===== src/rtl/batch_accumulator_if.sv =====
// ---------------------------------------------------------------------------
// batch_accumulator_if
// Bundle of the job-request, beat-stream and result signals between the
// controller side (master) and the batch accumulator (slave).
//
//   start     master->slave  job request, only honoured while the engine idles
//   len       master->slave  number of beats in the requested job
//   in_valid  master->slave  upstream beat valid
//   in_data   master->slave  beat payload, unsigned
//   in_ready  slave->master  engine accepts a beat this cycle
//   all       slave->master  one-cycle job-complete pulse
//   run       slave->master  engine is consuming beats
//   sum       slave->master  accumulated result, held after the job
//   count     slave->master  beats accepted in the current/last job
//   overflow  slave->master  sticky carry-out flag for the current/last job
// ---------------------------------------------------------------------------
interface batch_accumulator_if #(
    parameter int DATA_W = 8,
    parameter int ACC_W  = 16,
    parameter int LEN_W  = 8
);
    logic              start;
    logic [LEN_W-1:0]  len;
    logic              in_valid;
    logic [DATA_W-1:0] in_data;
    logic              in_ready;
    logic              all;
    logic              run;
    logic [ACC_W-1:0]  sum;
    logic [LEN_W-1:0]  count;
    logic              overflow;

    // Controller / stimulus side
    modport master (
        output start, len, in_valid, in_data,
        input  in_ready, all, run, sum, count, overflow
    );

    // Accumulator side
    modport slave (
        input  start, len, in_valid, in_data,
        output in_ready, all, run, sum, count, overflow
    );
endinterface


===== src/rtl/batch_accumulator.sv =====
// ---------------------------------------------------------------------------
// batch_accumulator
// Work engine that sums a fixed-length stream of unsigned beats. A job is
// requested with start/len while idle, beats are consumed while in RUN, and
// a one-cycle 'all' pulse marks completion. Sum, count and overflow stay
// held for readout until the next accepted start.
//
// Ports:
//   clk   rising-edge clock for all logic
//   rst   synchronous, active-high reset
//   bus   batch_accumulator_if.slave (start, len, in_valid, in_data in;
//         in_ready, all, run, sum, count, overflow out)
//
// Configuration macro:
//   BATCH_ACC_SATURATE_EN  defined   -> sum clamps to all-ones on overflow
//                          undefined -> sum wraps modulo 2^ACC_W
//   overflow is flagged in both builds.
// ---------------------------------------------------------------------------
module batch_accumulator #(
    parameter int DATA_W = 8,
    parameter int ACC_W  = 16,
    parameter int LEN_W  = 8
) (
    input logic                clk,
    input logic                rst,
    batch_accumulator_if.slave bus
);

    typedef enum logic [1:0] {
        IDLE = 2'd0,
        RUN  = 2'd1,
        DONE = 2'd2
    } state_t;

    state_t            state_q, state_d;
    logic [LEN_W-1:0]  len_q, len_d;
    logic [ACC_W-1:0]  sum_q, sum_d;
    logic [LEN_W-1:0]  count_q, count_d;
    logic              overflow_q, overflow_d;

    logic              accept;
    logic              lastBeat;
    logic [ACC_W:0]    addFull;

    // A beat moves only while RUN advertises in_ready, so accept never
    // fires in IDLE or DONE and count can never pass len_q.
    assign accept   = bus.in_valid && (state_q == RUN);
    assign lastBeat = (count_q == len_q - 1'b1);

    // One extra bit on the adder exposes the carry out of the ACC_W-bit sum.
    assign addFull = {1'b0, sum_q} + {{(ACC_W - DATA_W + 1){1'b0}}, bus.in_data};

    // State register: reset forces IDLE regardless of where the job was,
    // which also abandons a running job without an 'all' pulse.
    always_ff @(posedge clk) begin
        if (rst) begin
            state_q <= IDLE;
        end else begin
            state_q <= state_d;
        end
    end

    // Next-state logic: a zero-length job skips RUN and completes straight
    // away; DONE always returns to IDLE so a start seen there is dropped.
    always_comb begin
        state_d = state_q;
        case (state_q)
            IDLE: begin
                if (bus.start) begin
                    state_d = (bus.len == '0) ? DONE : RUN;
                end
            end
            RUN: begin
                if (accept && lastBeat) begin
                    state_d = DONE;
                end
            end
            DONE:    state_d = IDLE;
            default: state_d = IDLE;
        endcase
    end

    // Moore outputs decoded purely from the registered state.
    always_comb begin
        bus.in_ready = 1'b0;
        bus.run      = 1'b0;
        bus.all      = 1'b0;
        case (state_q)
            RUN: begin
                bus.in_ready = 1'b1;
                bus.run      = 1'b1;
            end
            DONE:    bus.all = 1'b1;
            default: ;
        endcase
    end

    // Datapath next-state: a new job clears the results and latches len so
    // later changes on the len input are ignored; each accepted beat adds to
    // the sum and sets the sticky overflow flag on carry out.
    always_comb begin
        len_d      = len_q;
        sum_d      = sum_q;
        count_d    = count_q;
        overflow_d = overflow_q;
        if (state_q == IDLE && bus.start) begin
            len_d      = bus.len;
            sum_d      = '0;
            count_d    = '0;
            overflow_d = 1'b0;
        end else if (accept) begin
            count_d = count_q + 1'b1;
`ifdef BATCH_ACC_SATURATE_EN
            // Clamped sum stays at all-ones: any nonzero add carries again.
            sum_d = addFull[ACC_W] ? {ACC_W{1'b1}} : addFull[ACC_W-1:0];
`else
            sum_d = addFull[ACC_W-1:0];
`endif
            if (addFull[ACC_W]) begin
                overflow_d = 1'b1;
            end
        end
    end

    // Datapath registers, cleared by reset so an aborted job leaves no
    // partial result behind.
    always_ff @(posedge clk) begin
        if (rst) begin
            len_q      <= '0;
            sum_q      <= '0;
            count_q    <= '0;
            overflow_q <= 1'b0;
        end else begin
            len_q      <= len_d;
            sum_q      <= sum_d;
            count_q    <= count_d;
            overflow_q <= overflow_d;
        end
    end

    assign bus.sum      = sum_q;
    assign bus.count    = count_q;
    assign bus.overflow = overflow_q;

endmodule


===== src/flat_wrapper.sv =====
// flat-port wrapper written by rule: the top's interface ports become plain ports
module batch_accumulator_flat 
#(
    parameter int DATA_W = 8,
    parameter int ACC_W  = 16,
    parameter int LEN_W  = 8
)
  (clk, rst, bus_start, bus_len, bus_in_valid, bus_in_data, bus_in_ready, bus_all, bus_run, bus_sum, bus_count, bus_overflow);
  batch_accumulator_if #(.DATA_W(DATA_W), .ACC_W(ACC_W), .LEN_W(LEN_W)) bus_i ();
  input logic clk;
  input logic rst;
  input wire logic [$bits(bus_i.start)-1:0] bus_start;
  input wire logic [$bits(bus_i.len)-1:0] bus_len;
  input wire logic [$bits(bus_i.in_valid)-1:0] bus_in_valid;
  input wire logic [$bits(bus_i.in_data)-1:0] bus_in_data;
  output wire logic [$bits(bus_i.in_ready)-1:0] bus_in_ready;
  output wire logic [$bits(bus_i.all)-1:0] bus_all;
  output wire logic [$bits(bus_i.run)-1:0] bus_run;
  output wire logic [$bits(bus_i.sum)-1:0] bus_sum;
  output wire logic [$bits(bus_i.count)-1:0] bus_count;
  output wire logic [$bits(bus_i.overflow)-1:0] bus_overflow;
  assign bus_i.start = bus_start;
  assign bus_i.len = bus_len;
  assign bus_i.in_valid = bus_in_valid;
  assign bus_i.in_data = bus_in_data;
  assign bus_in_ready = bus_i.in_ready;
  assign bus_all = bus_i.all;
  assign bus_run = bus_i.run;
  assign bus_sum = bus_i.sum;
  assign bus_count = bus_i.count;
  assign bus_overflow = bus_i.overflow;
  batch_accumulator #(.DATA_W(DATA_W), .ACC_W(ACC_W), .LEN_W(LEN_W)) u_core (.clk(clk), .rst(rst), .bus(bus_i));
endmodule

===== config.mk =====
export PLATFORM = sky130hd
export DESIGN_NAME = batch_accumulator_flat
export DESIGN_NICKNAME = d
export VERILOG_FILES = /design/src/rtl/batch_accumulator_if.sv /design/src/rtl/batch_accumulator.sv /design/src/flat_wrapper.sv
export SDC_FILE = /design/constraint.sdc
export NUM_CORES = 1
export LEC_CHECK = 0
export BUFFER_PORTS_ARGS = -buffer_cell sky130_fd_sc_hd__buf_2
export CORE_UTILIZATION = 53
export DETAILED_ROUTE_END_ITERATION = 8
export GPL_TIMING_DRIVEN = 0
export PLACE_DENSITY_LB_ADDON = 0.15
export SLEW_MARGIN = 20
export SYNTH_ARGS = -nofsm -noshare
export SYNTH_HDL_FRONTEND = slang
export SYNTH_SLANG_ARGS = --single-unit

===== constraint.sdc =====
create_clock -name clk -period 2 [get_ports clk]
set_input_delay 0.3 -clock clk [delete_from_list [all_inputs] [get_ports clk]]
set_output_delay 0.3 -clock clk [all_outputs]
set_load 0.01 [all_outputs]

==> results of run 1 <==
==> synthesized netlist by cell type, drive strengths merged (6+ instances only) <==
library cell | number | area, um2
a21oi | 22 | 113.9
buf | 6 | 38.79
dfxtp | 35 | 700.7
ha | 10 | 125.1
inv | 6 | 22.52
mux2i | 10 | 100.1
nand2 | 23 | 86.33
nand3 | 7 | 35.03
nand4 | 8 | 50.05
nor2 | 24 | 90.09
o21ai | 7 | 35.03
or3 | 9 | 56.30
xnor2 | 12 | 105.1
xor2 | 7 | 61.31
==> worst max-delay path by stage <==
stage                                    end  slack [ns]
after floorplan            u_core.state_q[0]        0.21
after CTS                  u_core.state_q[1]        0.01
after global placement    u_core.bus.sum[10]       0.005
after detailed placement  u_core.bus.sum[12]       -0.02
final                      u_core.state_q[0]        0.17
after global routing      u_core.bus.sum[10]        0.01
==> timing repair <==
item / 4_1_cts / 5_1_grt
pin swaps: 0 / 4
setup buffers: 0 / 1
gates resized for setup: 1 / 9
endpoints found under the setup margin: 1 / 8
gates cloned: 0 / 0
==> final cells by class <==
type / instances / area share, %
inverters: 6 / 0.9226
well taps: 48 / 2.460
plain buffers: 10 / 2.204
flip-flops and latches: 35 / 28.86
repair buffers: 47 / 9.739
multi-input cells: 193 / 52.84
clock buffers: 6 / 2.973
==> cell families after synthesis <==
logic type      synth area share [%]
simple gates                   25.09
flops                          34.19
fa+ha+maj                      7.082
compound gates                 16.91
mux                            4.884
buf+inv                        3.724
xor+xnor                       8.120
==> report_power, final <==
| part | internal, mW | switching, mW |
|---|---|---|
| clock | 0.232 | 0.234 |
| sequential | 0.756 | 0.0681 |
| combinational | 0.302 | 0.362 |
| total | 1.29 | 0.664 |
==> routing by layer <==
layer	vias up	track usage, %	wire length [um]
met5	-	0	0
met4	0	7.500	45
met3	4	5.893	195
met2	41	34.97	1888
met1	846	32.75	2251
li1	982	-	-
==> cell usage in the layout (no fill, tap or decap), drive strengths merged, types with 2 or more instances in the layout <==
cell type and n:
or3 9, a31oi 2, a21o 3, o31ai 2
nand3 7, nand2b 2, or4 3, inv 6
ha 10, nand3b 3, a211oi 3, and3 5
clkbuf 10, nor4 3, dfxtp 35, mux2i 10
o21bai 3, nor3b 2, nor2b 2, nor2 24
a21oi 22, and2 2, nor3 3, buf 53
o211ai 5, xnor2 12, o21ai 7, nand4 8
nand2 23, xor2 7
==> through the flow <==
step	cells	total power [mW]	setup slack (ns)	instance area [um2]
final	345	1.954	0.1673	2441
after global routing	345	2.085	0.01150	2441
after CTS	344	1.958	0.01008	2414
after detailed placement	338	1.483	-0.01596	2340
after global placement	338	1.474	0.005148	2340
after floorplan	244	1.316	0.2075	2049
==> state kept, by name, summed over array words and instances, names as in the netlist <==
name                 count
u_core.bus.sum          16
u_core.bus.count         8
u_core.len_q             8
u_core.state_q           2
u_core.bus.overflow      1
==> worst max-delay path, cell delays in order (launching register included) <==
cell	delay [ns]
dfxtp_2	0.38
inv_1	0.07
ha_2	0.22
and2_1	0.19
o21a_1	0.19
o31ai_1	0.23
nand3_1	0.16
a211o_1	0.28
==> summary.txt, run 1 <==
Setup path
  – Reg2reg end: u_core.state_q[0]
  – Setup crit start: u_core.len_q[0]
  – Worst Setup End Kind: register
  – Crit path max fanout: 6
  – Cell depth of the worst flop-to-flop path: 7
  – R2R Setup Slk: 0.17 ns
  – WP data required: 2.17 ns
  – Setup Crit Path Kind: reg2reg
  – Reg2reg start: u_core.len_q[0]
  – Startpoint types: register
  – CP arrival: 2.01 ns

Die
  – Site Rows: 22
  – Die W: 64.19 um
  – Core Box Area: 0.003689 mm2
  – Die ar.: 0.004120 mm2
  – Initial Utilization: 55.56%
  – Die extent in y: 64.19 um
  – Io pins: 48

Final layout
  – Antenna cell count: 0
  – Share of post-route cells with drive strength above 1: 24.24%
  – # nets final: 329
  – Seq. cell area: 704.4 um2
  – # fillers: 347
  – Multi-input gate area: 0.001290 mm2
  – Layout area overhead: 19.11%
  – Fin util: 66.18%

Route
  – Drt pass-1 iters: 4
  – DRC errors left: 0
  – Avg WL per Cell: 12.70 um
  – Vias per cell: 5.429
  – Post-Route WL: 4381 um
  – Vias: 1873
  – DRT iter0 DRCs: 111
  – Antenna Nets Post-Route: 0

Power and ir drop
  – Pleak: 1.080 nW
  – Power per Cell Area: 800.4 mW/mm2
  – VDD IR max: 0.0004404 V

Synthesis
  – Syn Inst Count: 244
  – Synthesized Nets: 275
  – Yosys cell types: 46
  – Most used flip-flop cell after synthesis: dfxtp_1
  – Mapped Area: 0.002049 mm2
  – Number of synthesized register bits: 35
  – Mean Syn Cell Area: 8.399 um2
  – Ys async rst share: 0%
  – Sequential share of the synthesized area: 34.19%
  – Synth warn: 0
  – EDFF count, synth: 0

STA
  – Final slew viol count: 0
  – FMAX: 545.6 MHz
  – Post-route clock period utilization: 91.64%
  – Final hold violation count: 0
  – Min Clock Period, post-route: 1.833 ns
  – Setup_tns: 0 ns
  – RSZ-0062 raised after global routing: no
  – Worst-margin pin slew: 0.6019 ns
  – Clock Skews: 0.004874 ns
  – Max_slew headroom: 59.73%
  – Setup Viol. Count Final: 0
  – WHS: 0.2610 ns

Hold path
  – Hold Path Sink: u_core.len_q[1]
  – Worst Min Path Start: bus_len[1]
  – Worst hold-check path type: in2reg
  – Worst Hold Depth: 3

Placement
  – Gpl congestion: 0.7543
  – PortBufs: 46
  – HPWL after detailed placement: 3293 um

CTS
  – Root buffer cell: clkbuf_8
  – Hold_buf cts: 0
  – Clk pin slew, worst setup/hold paths: 0.06 ns
  – CTS Buf Count: 5
  – Clk_lat worst skew: 0.28 ns
  – CTS HTree Levels: 2
  – CTS tree: done
  – Num Clock Sinks: 35
  – Clock Path Buffers: 2

Global routing
  – Initial antenna violation count: 0
  – All-Layer GR Usage: 23.40%
  – Vias in the first global route: 1638
  – First-pass GRT wire length: 7521 um
  – Gr ovfl total: 0
  – Largest net degree at the start of global routing: 11

Status
  – Outcome: finished, final reports clean

Job
  – Max Cap Viol: 0
No activity file was read; power rests on OpenSTA's default activity.
==> run 2: changes to the inputs <==
PLACE_DENSITY = 0.79   (was not set)
PLACE_DENSITY_LB_ADDON = not set   (was 0.15)
==> run 2 against run 1 <==
Effect of this change: sequential power about the same; routed wire length rose by 3.3%; via count grew 1.4%; clock-buffer cell count stayed put; worst setup slack worse by 0.023 ns; register-to-register slack lost 0.02 ns; sequential cell count is the same; largest power group unchanged; highest routed layer unchanged.
==> summary.txt, run 2 (same netlist as run 1, synthesis figures left out) <==
Status
  – Outcome: finished, final reports clean

Die
  – Site Rows: 22
  – Die W: 64.19 um
  – Io pins: 48
  – Core Box Area: 0.003689 mm2
  – Initial Utilization: 55.56%
  – Die ar.: 0.004120 mm2
  – Die extent in y: 64.19 um

STA
  – FMAX: 539.0 MHz
  – Final slew viol count: 0
  – Clock Skews: 0.005868 ns
  – WHS: 0.2545 ns
  – PnR worst setup slack: 0.1446 ns
  – Min Clock Period, post-route: 1.855 ns
  – Post-route clock period utilization: 92.77%
  – RSZ-0062 raised after global routing: no
  – Final hold violation count: 0
  – Worst-margin pin slew: 0.5647 ns
  – Setup Viol. Count Final: 0
  – Max_slew headroom: 62.21%

Job
  – Max Cap Viol: 0

Route
  – DRT iter0 DRCs: 81
  – Antenna Nets Post-Route: 0
  – Drt pass-1 iters: 6
  – Vias per cell: 5.473
  – Vias: 1899
  – Avg WL per Cell: 13.04 um
  – DRC errors left: 0
  – Post-Route WL: 4525 um

Power and ir drop
  – Power per Cell Area: 816.9 mW/mm2
  – Total power: 2.015 mW
  – Pleak: 1.095 nW
  – VDD IR max: 0.0005992 V

Final layout
  – Most common cell after layout, fill and taps aside: buf_2
  – # nets final: 330
  – Multi-input gate area: 0.001295 mm2
  – Max reg flops: 16
  – Commonest non-fill, non-tap cells in the layout: buf_2, dfxtp_1, nor2_1, nand2_1, a21oi_1
  – Seq. cell area: 701.9 um2
  – # fillers: 322
  – Share of post-route cells with drive strength above 1: 24.75%
  – Layout area overhead: 20.33%
  – Antenna cell count: 0

Hold path
  – Worst Min Path Start: bus_len[0]
  – Worst Hold Depth: 3
  – Worst hold-check path type: in2reg
  – Hold Path Sink: u_core.len_q[0]

Setup path
  – Max stage delay cell, worst path: dfxtp_1
  – Setup crit start: u_core.bus.sum[0]
  – CP dominant cell by count: a21oi_2
  – Reg2reg end: u_core.bus.sum[14]
  – Startpoint types: register
  – Worst Setup End Kind: register
  – WP data required: 2.21 ns
  – R2R Setup Slk: 0.14 ns
  – Reg2reg start: u_core.bus.sum[0]
  – Critical path's largest stage delay: 0.36 ns
  – Cell depth of the worst flop-to-flop path: 7
  – Worst-path cell chain: ha_2, fa_2, a21oi_2, o211ai_1, a21oi_2, or3_1, a21oi_1
  – Setup Crit Path Kind: reg2reg
  – CP arrival: 2.07 ns
  – Crit path max fanout: 6

CTS
  – Clock Path Buffers: 2
  – CTS Buf Count: 5
  – Clk_lat worst skew: 0.28 ns
  – CTS tree: done
  – CTS HTree Levels: 2
  – Hold_buf cts: 0
  – Clk pin slew, worst setup/hold paths: 0.07 ns
  – Root buffer cell: clkbuf_8
  – Num Clock Sinks: 35

Global routing
  – Initial antenna violation count: 0
  – Vias in the first global route: 1723
  – All-Layer GR Usage: 23.37%
  – Grt met1 use: 31.79%
  – Largest net degree at the start of global routing: 11
  – Gr ovfl total: 0
  – Met3 Track Usage GR: 4.821%
  – Busiest metal layer after global routing: met2
  – First-pass GRT wire length: 7555 um
  – Routing usage on met2: 36.57%

Placement
  – Setup WS pre-CTS: -0.05571 ns
  – HPWL after detailed placement: 3313 um
  – Gpl congestion: 0.8377
  – PortBufs: 46
-- run 2: through the flow --
step                      utilization, %  cells  TNS [ns]  instance area, um2
after floorplan                        -    244         0                2049
after global placement             63.43    338         0                2340
after detailed placement           63.43    338   -0.1616                2340
after CTS                          65.94    345         0                2432
after global routing               66.86    347         0                2466
final                              66.86    347         0                2466
-- run 2: how the worst max path moves through the flow --
stage	cells after the start	slack, ns	endpoint
after floorplan	7	0.21	u_core.state_q[0]
after global placement	8	0.01	u_core.bus.sum[14]
after detailed placement	8	-0.06	u_core.bus.sum[14]
after CTS	7	0.04	u_core.bus.sum[14]
after global routing	7	0.02	u_core.bus.sum[14]
final	7	0.14	u_core.bus.sum[14]
-- run 2: cell type report --
| type | count | area share (%) |
|---|---|---|
| Multi-Input combinational cell | 193 | 52.51 |
| Sequential cell | 35 | 28.46 |
| Timing Repair Buffer | 48 | 9.944 |
| Clock buffer | 6 | 3.349 |
| Tap cell | 48 | 2.435 |
| Buffer | 10 | 2.182 |
| Inverter | 6 | 0.9132 |
| Clock inverter | 1 | 0.2029 |
-- run 2: critical path, delay by kind of cell (launching register included) --
family / cells / cell delay, ns
AOI/OAI and AO/OA: 4 / 0.64
adders and majority gates: 2 / 0.42
DFF: 1 / 0.36
and+or+nand+nor: 1 / 0.36
-- run 2: where the power goes --
group	switching, mW	leakage [nW]	total (mW)	internal [mW]
Combinational	0.364	0.764	0.675	0.311
Clock	0.246	0.0470	0.516	0.270
Sequential	0.0690	0.284	0.824	0.755
-- run 2: timing repair --
item | CTS | global route
setup endpoints to repair | 4 | 6
setup buffers | 0 | 2
pin swaps | 1 | 4
gates resized for setup | 2 | 7
-- run 2: layer usage --
metal  wire length (um)  up-vias
met4                 48        0
met1               2324      861
met2               1989       40
met3                162        6
met5                  0        -
li1                   -      992
